File: src/rtl/mna_pkg.sv
// Shared types and header field layout for the master NA response scheduler.
package mna_pkg;

  // Scheduler FSM states; the encoding is fixed.
  typedef enum logic [1:0] {
    StIdle = 2'd0,
    StBody = 2'd1,
    StResp = 2'd2
  } state_e;

  // Header flit field positions.
  localparam int unsigned READ_BIT = 2;
  localparam int unsigned RESP_LSB = 0;
  localparam int unsigned RESP_W   = 2;
  // Number of low header bits that carry information.
  localparam int unsigned HDR_W    = 3;

  // AXI response codes.
  localparam logic [1:0] OKAY   = 2'b00;
  localparam logic [1:0] SLVERR = 2'b10;

endpackage

File: src/rtl/mna_rr_arbiter.sv
// Combinational round-robin arbiter: picks the first requester after last_grant, wrapping.
module mna_rr_arbiter #(
  parameter int unsigned N = 8
) (
  input  logic [N-1:0]         req,
  input  logic [$clog2(N)-1:0] last_grant,
  output logic [N-1:0]         grant,
  output logic [$clog2(N)-1:0] grant_idx
);

  localparam int unsigned IdxW = $clog2(N);

  int unsigned      pos;
  logic [IdxW-1:0]  idx;
  logic             found;

  // Scan from last_grant+1 around the ring; the first hit wins.
  always_comb begin
    grant     = '0;
    grant_idx = '0;
    pos       = 0;
    idx       = '0;
    found     = 1'b0;
    for (int unsigned k = 0; k < N; k++) begin
      pos = (32'(last_grant) + 32'd1 + k) % N;
      idx = IdxW'(pos);
      if (!found && req[idx]) begin
        found      = 1'b1;
        grant[idx] = 1'b1;
        grant_idx  = idx;
      end
    end
  end

endmodule

File: src/rtl/mna_response_scheduler.sv
// Response-path sequencer of the master NA: arbitrates VC buffers, pops header and
// body flits of one packet at a time and presents it on the AXI4-Lite R or B channel.
module mna_response_scheduler
  import mna_pkg::*;
#(
  parameter int unsigned NUM_VC = 8,
  parameter int unsigned DATA_W = 32
) (
  input  logic                     clk,
  input  logic                     rst_n,
  input  logic [NUM_VC-1:0]        vc_valid,
  input  logic [NUM_VC-1:0]        vc_head,
  input  logic [NUM_VC*DATA_W-1:0] vc_data,
  input  logic [NUM_VC-1:0]        vc_afull,
  output logic [NUM_VC-1:0]        vc_pop,
  output logic [DATA_W-1:0]        rdata,
  output logic [1:0]               rresp,
  output logic                     rvalid,
  input  logic                     rready,
  output logic [1:0]               bresp,
  output logic                     bvalid,
  input  logic                     bready,
  output logic [NUM_VC-1:0]        is_allocatable,
  output logic [NUM_VC-1:0]        is_on_off,
  output logic                     err_proto
);

  localparam int unsigned IdxW = $clog2(NUM_VC);

  state_e              state_q, state_d;
  logic [IdxW-1:0]     owner_q, owner_d;
  logic [IdxW-1:0]     last_grant_q, last_grant_d;
  logic                is_read_q, is_read_d;
  logic [RESP_W-1:0]   resp_q, resp_d;
  logic [DATA_W-1:0]   rdata_q, rdata_d;
  logic [1:0]          rresp_q, rresp_d;
  logic [1:0]          bresp_q, bresp_d;
  logic                rvalid_q, rvalid_d;
  logic                bvalid_q, bvalid_d;
  logic [NUM_VC-1:0]   alloc_q, alloc_d;
  logic [NUM_VC-1:0]   on_off_q;
  logic                err_q, err_d;

  logic [NUM_VC-1:0]   cand;
  logic [NUM_VC-1:0]   arb_grant;
  logic [IdxW-1:0]     arb_idx;
  logic [HDR_W-1:0]    win_hdr;
  logic [DATA_W-1:0]   owner_flit;
  logic                handshake;

  assign cand       = vc_valid & vc_head;
  assign win_hdr    = vc_data[arb_idx*DATA_W +: HDR_W];
  assign owner_flit = vc_data[owner_q*DATA_W +: DATA_W];
  assign handshake  = (rvalid_q && rready) || (bvalid_q && bready);

  mna_rr_arbiter #(
    .N(NUM_VC)
  ) u_arb (
    .req       (cand),
    .last_grant(last_grant_q),
    .grant     (arb_grant),
    .grant_idx (arb_idx)
  );

  // Next-state and pop decode.
  always_comb begin
    state_d      = state_q;
    owner_d      = owner_q;
    last_grant_d = last_grant_q;
    is_read_d    = is_read_q;
    resp_d       = resp_q;
    rdata_d      = rdata_q;
    rresp_d      = rresp_q;
    bresp_d      = bresp_q;
    rvalid_d     = rvalid_q;
    bvalid_d     = bvalid_q;
    alloc_d      = alloc_q;
    err_d        = err_q;
    vc_pop       = '0;
    unique case (state_q)
      StIdle: begin
        if (|cand) begin
          vc_pop           = arb_grant;
          owner_d          = arb_idx;
          is_read_d        = win_hdr[READ_BIT];
          resp_d           = win_hdr[RESP_LSB +: RESP_W];
          alloc_d[arb_idx] = 1'b0;
          state_d          = StBody;
        end
      end
      StBody: begin
        if (vc_valid[owner_q]) begin
          if (!vc_head[owner_q]) begin
            vc_pop[owner_q] = 1'b1;
            if (is_read_q) begin
              rdata_d  = owner_flit;
              rresp_d  = resp_q;
              rvalid_d = 1'b1;
            end else begin
              bresp_d  = resp_q;
              bvalid_d = 1'b1;
            end
            state_d = StResp;
          end else begin
            // Header where a body was due: drop the packet, leave the header for arbitration.
            err_d            = 1'b1;
            alloc_d[owner_q] = 1'b1;
            last_grant_d     = owner_q;
            state_d          = StIdle;
          end
        end
      end
      StResp: begin
        if (handshake) begin
          rvalid_d         = 1'b0;
          bvalid_d         = 1'b0;
          alloc_d[owner_q] = 1'b1;
          last_grant_d     = owner_q;
          state_d          = StIdle;
        end
      end
      default: state_d = StIdle;
    endcase
  end

  // State and output registers.
  always_ff @(posedge clk or negedge rst_n) begin
    if (!rst_n) begin
      state_q      <= StIdle;
      owner_q      <= '0;
      last_grant_q <= IdxW'(NUM_VC - 1);
      is_read_q    <= 1'b0;
      resp_q       <= '0;
      rdata_q      <= '0;
      rresp_q      <= '0;
      bresp_q      <= '0;
      rvalid_q     <= 1'b0;
      bvalid_q     <= 1'b0;
      alloc_q      <= '1;
      on_off_q     <= '1;
      err_q        <= 1'b0;
    end else begin
      state_q      <= state_d;
      owner_q      <= owner_d;
      last_grant_q <= last_grant_d;
      is_read_q    <= is_read_d;
      resp_q       <= resp_d;
      rdata_q      <= rdata_d;
      rresp_q      <= rresp_d;
      bresp_q      <= bresp_d;
      rvalid_q     <= rvalid_d;
      bvalid_q     <= bvalid_d;
      alloc_q      <= alloc_d;
      on_off_q     <= ~vc_afull;
      err_q        <= err_d;
    end
  end

  assign rdata          = rdata_q;
  assign rresp          = rresp_q;
  assign rvalid         = rvalid_q;
  assign bresp          = bresp_q;
  assign bvalid         = bvalid_q;
  assign is_allocatable = alloc_q;
  assign is_on_off      = on_off_q;
  assign err_proto      = err_q;

endmodule

File: config.mk
export PLATFORM = sky130hd
export DESIGN_NAME = mna_response_scheduler
export DESIGN_NICKNAME = d
export VERILOG_FILES = /design/src/rtl/mna_pkg.sv /design/src/rtl/mna_rr_arbiter.sv /design/src/rtl/mna_response_scheduler.sv
export SDC_FILE = /design/constraint.sdc
export NUM_CORES = 1
export LEC_CHECK = 0
export CORE_MARGIN = 2
export CORE_UTILIZATION = 30
export CTS_CLUSTER_SIZE = 8
export DETAILED_ROUTE_END_ITERATION = 10
export HOLD_SLACK_MARGIN = 0.02
export PLACE_DENSITY = 0.66
export SYNTH_ARGS = -nofsm -noshare
export SYNTH_HDL_FRONTEND = slang
export SYNTH_SLANG_ARGS = --single-unit
File: constraint.sdc
create_clock -name clk -period 10.6 [get_ports clk]
set_input_delay 1.59 -clock clk [delete_from_list [all_inputs] [get_ports clk]]
set_output_delay 1.59 -clock clk [all_outputs]
set_load 0.02 [all_outputs]
* After elaboration in Yosys (flattened, before gate mapping)
Index checks and enable logic that the tools add are counted.
** Cells by class
- Equal/unequal tests :: 9
- Shift operators :: 2
- Reductions and logical operators :: 40
- $add $sub $neg :: 8
- Magnitude comparators :: 20
- Bitwise logic cells :: 14
- Multiplexer cells :: 90
** Operator list (number)
- $shiftx A256 B9 Y3 :: 1
- $shiftx A256 B9 Y32 :: 1
- $mux W8 :: 15
- $or A8 B8 Y8 :: 8
- $lt A3 B4 Y1 const B :: 10
- $mux W1 :: 34
- $mux W3 :: 11
- $bmux W1 S3 :: 10
- $demux W1 S3 :: 10
- $ge A3 B1 Y1 const B :: 10
- $pmux W8 S3 :: 1
- $logic_and A1 B1 Y1 :: 19
- $and A8 B8 Y8 :: 2
- $not A8 Y8 :: 2
- $pmux W8 S2 :: 1
- $reduce_and A5 Y1 :: 3
- $ne A2 B2 Y1 const B :: 7
- $add A3 B3 Y3 const B :: 4
- $reduce_and A4 Y1 :: 3
- $mux W2 :: 4
- $reduce_or A8 Y1 :: 1
- $logic_not A1 Y1 :: 7
- $add A3 B1 Y3 const B :: 2
- $add A3 B2 Y3 const B :: 2
- other kinds (12) :: 15
** Word-level totals
- Logic and storage cells :: 196
- Input bits :: 284
- Register bits :: 66
- Output and inout bits :: 63

* Depth between registers and ports, before layout
- Word-level depth :: 33
- Depth in mapped cells :: 16
- Mapped depth without buffers :: 11

* By module
From an unflattened synthesis, not the netlist that was laid out.
** Second synthesis, totals
- Cell total of the unflattened synthesis :: 670
- Area total of the unflattened synthesis :: 6787.8 um2
** Modules (own cells, without submodules)
- mna_response_scheduler :: seq. area each 1675.4 um2, area an instance 5326.4 um2, times used 1, cells an instance 500
- mna_rr_arbiter :: seq. area each 0.0 um2, area an instance 1461.4 um2, times used 1, cells an instance 170

* Least setup slack after synthesis
OpenSTA, ideal clock, no wires.
- Path kind :: input -> output
- Start :: in vc_head[5]
- End :: out vc_pop[0]
- Path slack :: 5223 ps
- Arrival time :: 3787 ps
- Buffers on the path :: 0
- Stages on the path :: 9
- Data required time :: 9010 ps
- Cells stage by stage :: nand2_1 mux4_2 mux2i_1 nand3_1 o32a_1 and2_1 a31oi_1 nor2_1 o32ai_1
** Between the ends
- Longest elaborated chain between the ends :: 27
- Elaborated cells on any way between the ends :: 60
- Classes of those cells :: mux (37); bitwise (8); reduce/logical (15)
** RTL lines
- start, declared :: line mna_response_scheduler.sv:12 : input logic [NUM_VC-1:0] vc_head,
- $and A8 B8 Y8 :: line mna_response_scheduler.sv:51 : assign cand = vc_valid & vc_head;
- $bmux W1 S3 :: line mna_rr_arbiter.sv:27 : if (!found && req[idx]) begin
- $mux W1 (not written as such) :: line mna_rr_arbiter.sv:27
- $mux W1 :: line mna_rr_arbiter.sv:27
- $logic_not A1 Y1 :: line mna_rr_arbiter.sv:27
- $logic_and A1 B1 Y1 :: line mna_rr_arbiter.sv:27
- $mux W1 :: line mna_rr_arbiter.sv:27
- $logic_not A1 Y1 :: line mna_rr_arbiter.sv:27
- [... 11 more ...]
- $logic_not A1 Y1 :: line mna_rr_arbiter.sv:27
- $logic_and A1 B1 Y1 :: line mna_rr_arbiter.sv:27
- $mux W1 :: line mna_rr_arbiter.sv:27
- $logic_not A1 Y1 :: line mna_rr_arbiter.sv:27
- $logic_and A1 B1 Y1 :: line mna_rr_arbiter.sv:27
- $mux W8 :: line mna_rr_arbiter.sv:27
- $mux W8 :: line mna_response_scheduler.sv:82 : if (|cand) begin
- $pmux W8 S2 * :: line mna_response_scheduler.sv:80 : unique case (state_q)
- end, declared :: line mna_response_scheduler.sv:15 : output logic [NUM_VC-1:0] vc_pop,
Every way passes the cells marked *; elsewhere a longest branch is shown, timed or not. The select of a mux whose other input is x is not followed.

* Worst setup path in the final report
- Start :: reg last_grant_q[0]
- End :: out vc_pop[6]
** Between the ends
- Longest elaborated chain between the ends :: 27
- Elaborated cells on any way between the ends :: 102
- Classes of those cells :: add/sub (8); order compare (16); mux (49); bitwise (7); reduce/logical (22)
** RTL lines
- start, declared :: line mna_response_scheduler.sv:32 : logic [IdxW-1:0] last_grant_q, last_grant_d;
- start signal, assigned :: line mna_response_scheduler.sv:131 : last_grant_q <= IdxW'(NUM_VC - 1);
- start signal, assigned :: line mna_response_scheduler.sv:145 : last_grant_q <= last_grant_d;
- $add A3 B1 Y3 * :: line mna_rr_arbiter.sv:25 : pos = (32'(last_grant) + 32'd1 + k) % N;
- parallel branches: the longest is 23 deep, another holds $lt A3 B4 Y1
- $mux W8 * :: line mna_rr_arbiter.sv:27
- $mux W8 * :: line mna_response_scheduler.sv:82
- $pmux W8 S2 * :: line mna_response_scheduler.sv:80
Mark *: on every way between the ends. The select of a mux whose other input is x is not followed.

==> metrics list <==
- Netlist area before placement: 5920 um^2
- Number of detailed-route iterations in the first pass: 6
* Slew of the pin with the lowest slew margin: 1040 ps
- Endpoints failing hold: 0
* Clock Sinks: 66
- Once the clock tree was built, the resizer swapped 0 gates to a different size.
* CTS tree: built
- After detailed routing, the number of remaining DRC violations is 0.
- Count of flip-flops with a built-in enable after synthesis: 0
- Vias per cell: 5.90
- Initial cell density of the core: 0.305
- Crit end category: output pin
* I/O pin count: 347
- Across every metal layer, demand over resource in global routing totals 0.286.
- Dividing total power by cell area gives a power density of 306 nW/um^2.
- Including well taps, the total number of placed cells is 1233.
- The library cells used most frequently in the layout, excluding fill and tap cells, are 345 x clkdlybuf4s50_1, 69 x a22oi_1, 47 x dfrtp_1.
- Total wire length after detailed routing: 31100 um
- The tree is rooted in a clkbuf_16.
- Leading cell type in the layout, fill and taps excluded: clkdlybuf4s50_1
- Clock latency at the later pin of the worst-skew pair: 360 ps
- The congestion estimate from routability-driven global placement came to 0.933.
* VDD IR max: 265 uV
- Timing would allow up to 0.129 GHz.
* TritonCTS buffer count: 9
- Number of buffers inserted for hold repair after clock tree synthesis: 0
* Number of antenna violations at the first check in global routing: 6
* Max-slew violations: 0
- Buffers placed on the I/O ports in this run total 346.
- Total Neg Setup Slack: 0 ps
- Synthesis handed over a netlist of 670 instances.
- Fill cells in the final layout number 1878.
* Critical path data required time: 9010 ps
- Setup violations remaining at the end of the flow were counted as 0.
- Counting flops and latches in the post-synthesis netlist gives 66.
- Die outline height: 145 um
- Design Area, Final: 9890 um^2
* Syn Nets: 960
- Grt total ovfl: 0
- In the finished design, the share of the clock period the worst path needs comes to 0.730.
* Max Buffers Root-to-Sink: 2
- RSZ-0062 raised after global routing: no
- After clock tree synthesis, the clock-pin slew on the worst setup and hold paths is 80 ps.
- In this run the tightest slew margin relative to its limit is 0.302.
- The cell family contributing the most delay on the critical path is compound AO/OA/AOI/OAI gates.
* Data arrival at the endpoint of the critical path: 6150 ps
* Synth warnings: 0
- The floorplan has 51 rows.
- Startpoint type of the worst setup path: register
- Cell area after placement: 9570 um^2
* Fraction of layout cells with a size suffix above 1: 0.0976
- Time the final worst path needs with I/O delays and setup: 7740 ps
- For this block, the via count after detailed routing is 7397.
* Main flop type after synthesis: dfrtp_1
- Relative to the synthesized area, the layout overhead comes to 67.0%.
- Max-cap violations: 0
- The critical path is of the register to output pin type.
* Setup clock skew after layout: 21.5 ps
* Sequential fraction of the synthesis area: 0.283
* Worst hold margin: 475 ps
- Vias in the first global route: 7190
- The critical path contains buffers and inverters numbering 3 combined.
- Net count reported at finish: 1269
- Min-Delay Path Class: register to register
- Summed over all cells, the static leakage comes to 3.83 nW.
- The die is 145 um wide.
* H-Tree Level Count: 3
- First-pass GRT wire length: 44500 um
- Final Total Pwr: 3.02 mW
* Proportion of synthesized flip-flops having asynchronous set or reset: 1.00
- Post-detailed-route wirelength per cell: 24.8 um
* Die Outline Area: 20900 um^2
* Crit path cell chain: inv_2 -> ha_1 -> inv_1 -> o32ai_4 -> o211ai_4 -> o32a_1 -> a221o_1 -> or2_1 -> o22ai_1 -> clkdlybuf4s50_1
- In this run the remaining antenna-violating nets after routing total 0.
- For this run, the slowest stage of the critical path takes 1040 ps.
- Maximum number of pins on one net before global-route repair: 67
- Layout Cells excl Fill: 1253
* Crit path max fanout: 45
- Area of combinational cells with multiple inputs: 3930 um^2
- The slowest stage of the critical path belongs to the cell ha_1.
- The run finished with clean final reports.
* Number of post-CTS setup repair buffers: 0
- Synthesis instantiated 75 different standard cells from the library.
- A synthesized cell averages 8.84 um^2.
- Summing all flip-flop and latch instances after layout gives 1680 um^2.
- Post-detail-place hpwl: 23300 um
* Violation count after the first detailed-route iteration: 613
* Area of the core region: 19400 um^2
-- per-layer routing --
| metal | GRT usage | part of all wire |
|---|---|---|
| met5 | 0 | 0.00080 |
| met4 | 0.105 | 0.031 |
| met3 | 0.0785 | 0.092 |
| met2 | 0.465 | 0.47 |
| met1 | 0.362 | 0.40 |
-- final timing paths --
check                      cells after the start                   startpoint                     to  slack, ps
setup / recovery                              10  last_grant_q[0]$_DFFE_PN1P_              vc_pop[6]       2860
hold / removal                                 1        rdata[25]$_DFFE_PN0P_  rdata[25]$_DFFE_PN0P_        470
setup reg to reg                              11  last_grant_q[0]$_DFFE_PN1P_  is_read_q$_DFFE_PN0P_       4900
hold reg to reg                                1        rdata[25]$_DFFE_PN0P_  rdata[25]$_DFFE_PN0P_        470
max in group asynchronous                      1                        rst_n  resp_q[1]$_DFFE_PN0P_       8630
min in group asynchronous                      1                        rst_n  rdata[16]$_DFFE_PN0P_       1370
-- power breakdown --
part	leakage [nW]	internal [mW]	switching (mW)
logic	2.90	0.937	1.27
clock network	0.156	0.197	0.131
registers	0.774	0.372	0.111
total	3.83	1.51	1.52
-- cells in the mapped netlist (4+ instances only) --
cell type  number  area share
a22oi_1        69       0.087
dfrtp_1        47        0.20
clkbuf_1       41       0.026
a31oi_1        37       0.039
a221oi_1       34       0.050
nand2_1        34       0.022
a22o_1         33       0.049
a21o_1         32       0.041
nor2_1         32       0.020
inv_1          26       0.016
a21oi_1        22       0.019
o21ai_0        21       0.018
dfstp_2        19       0.084
mux2i_1        18       0.030
mux2_2         16       0.030
nand3_1        13       0.011
o22ai_1        11       0.012
nand4_1        10       0.011
and2_1          9      0.0095
nand4b_1        8       0.012
o21ai_1         8      0.0068
buf_2           7      0.0059
mux4_2          7       0.027
o211ai_1        7      0.0089
o32ai_1         7       0.010
buf_1           6      0.0038
ha_1            6       0.013
nor3_1          6      0.0051
and3_1          5      0.0053
nor3b_1         5      0.0063
a21boi_0        4      0.0051
nand2b_1        4      0.0042
or2_2           4      0.0042
-- kinds of logic (layout without fill, tap and decap cells) --
group / Yosys count / after routing / share of synthesized area
adders and majority gates: 6 / 6 / 0.0127
xor gates and xnor gates: 4 / 4 / 0.0112
muxes: 42 / 42 / 0.0898
buffers and inverters: 84 / 398 / 0.0579
DFF: 66 / 66 / 0.283
other: 0 / 4 / 0
AOI/OAI and AO/OA: 314 / 314 / 0.401
and+or+nand+nor: 154 / 154 / 0.144
-- state kept, by name, indices dropped and copies added, names as in the netlist --
| register | cells |
|---|---|
| bresp | 2 |
| bvalid | 1 |
| err_proto | 1 |
| is_allocatable | 8 |
| is_on_off | 8 |
| is_read_q | 1 |
| last_grant_q | 3 |
| owner_q | 3 |
| rdata | 32 |
| resp_q | 2 |
| rresp | 2 |
| rvalid | 1 |
| state_q | 2 |
-- metrics by stage --
stage | worst slack, ps | util
3_5_place_dp | 3330 | 0.493
2_1_floorplan | 5220 | -
4_1_cts | 2920 | 0.509
5_1_grt | 2430 | 0.510
6_report | 2860 | 0.510
3_3_place_gp | 3320 | 0.493
-- cell type report --
cell class | count | area share
Antenna cell | 4 | 0.00101
Clock inverter | 5 | 0.00620
Sequential cell | 66 | 0.169
Clock buffer | 11 | 0.0256
Inverter | 27 | 0.0102
Tap cell | 265 | 0.0335
Timing Repair Buffer | 355 | 0.357
Multi-Input combinational cell | 520 | 0.397
Note: power is estimated with default switching activity, not from simulation.
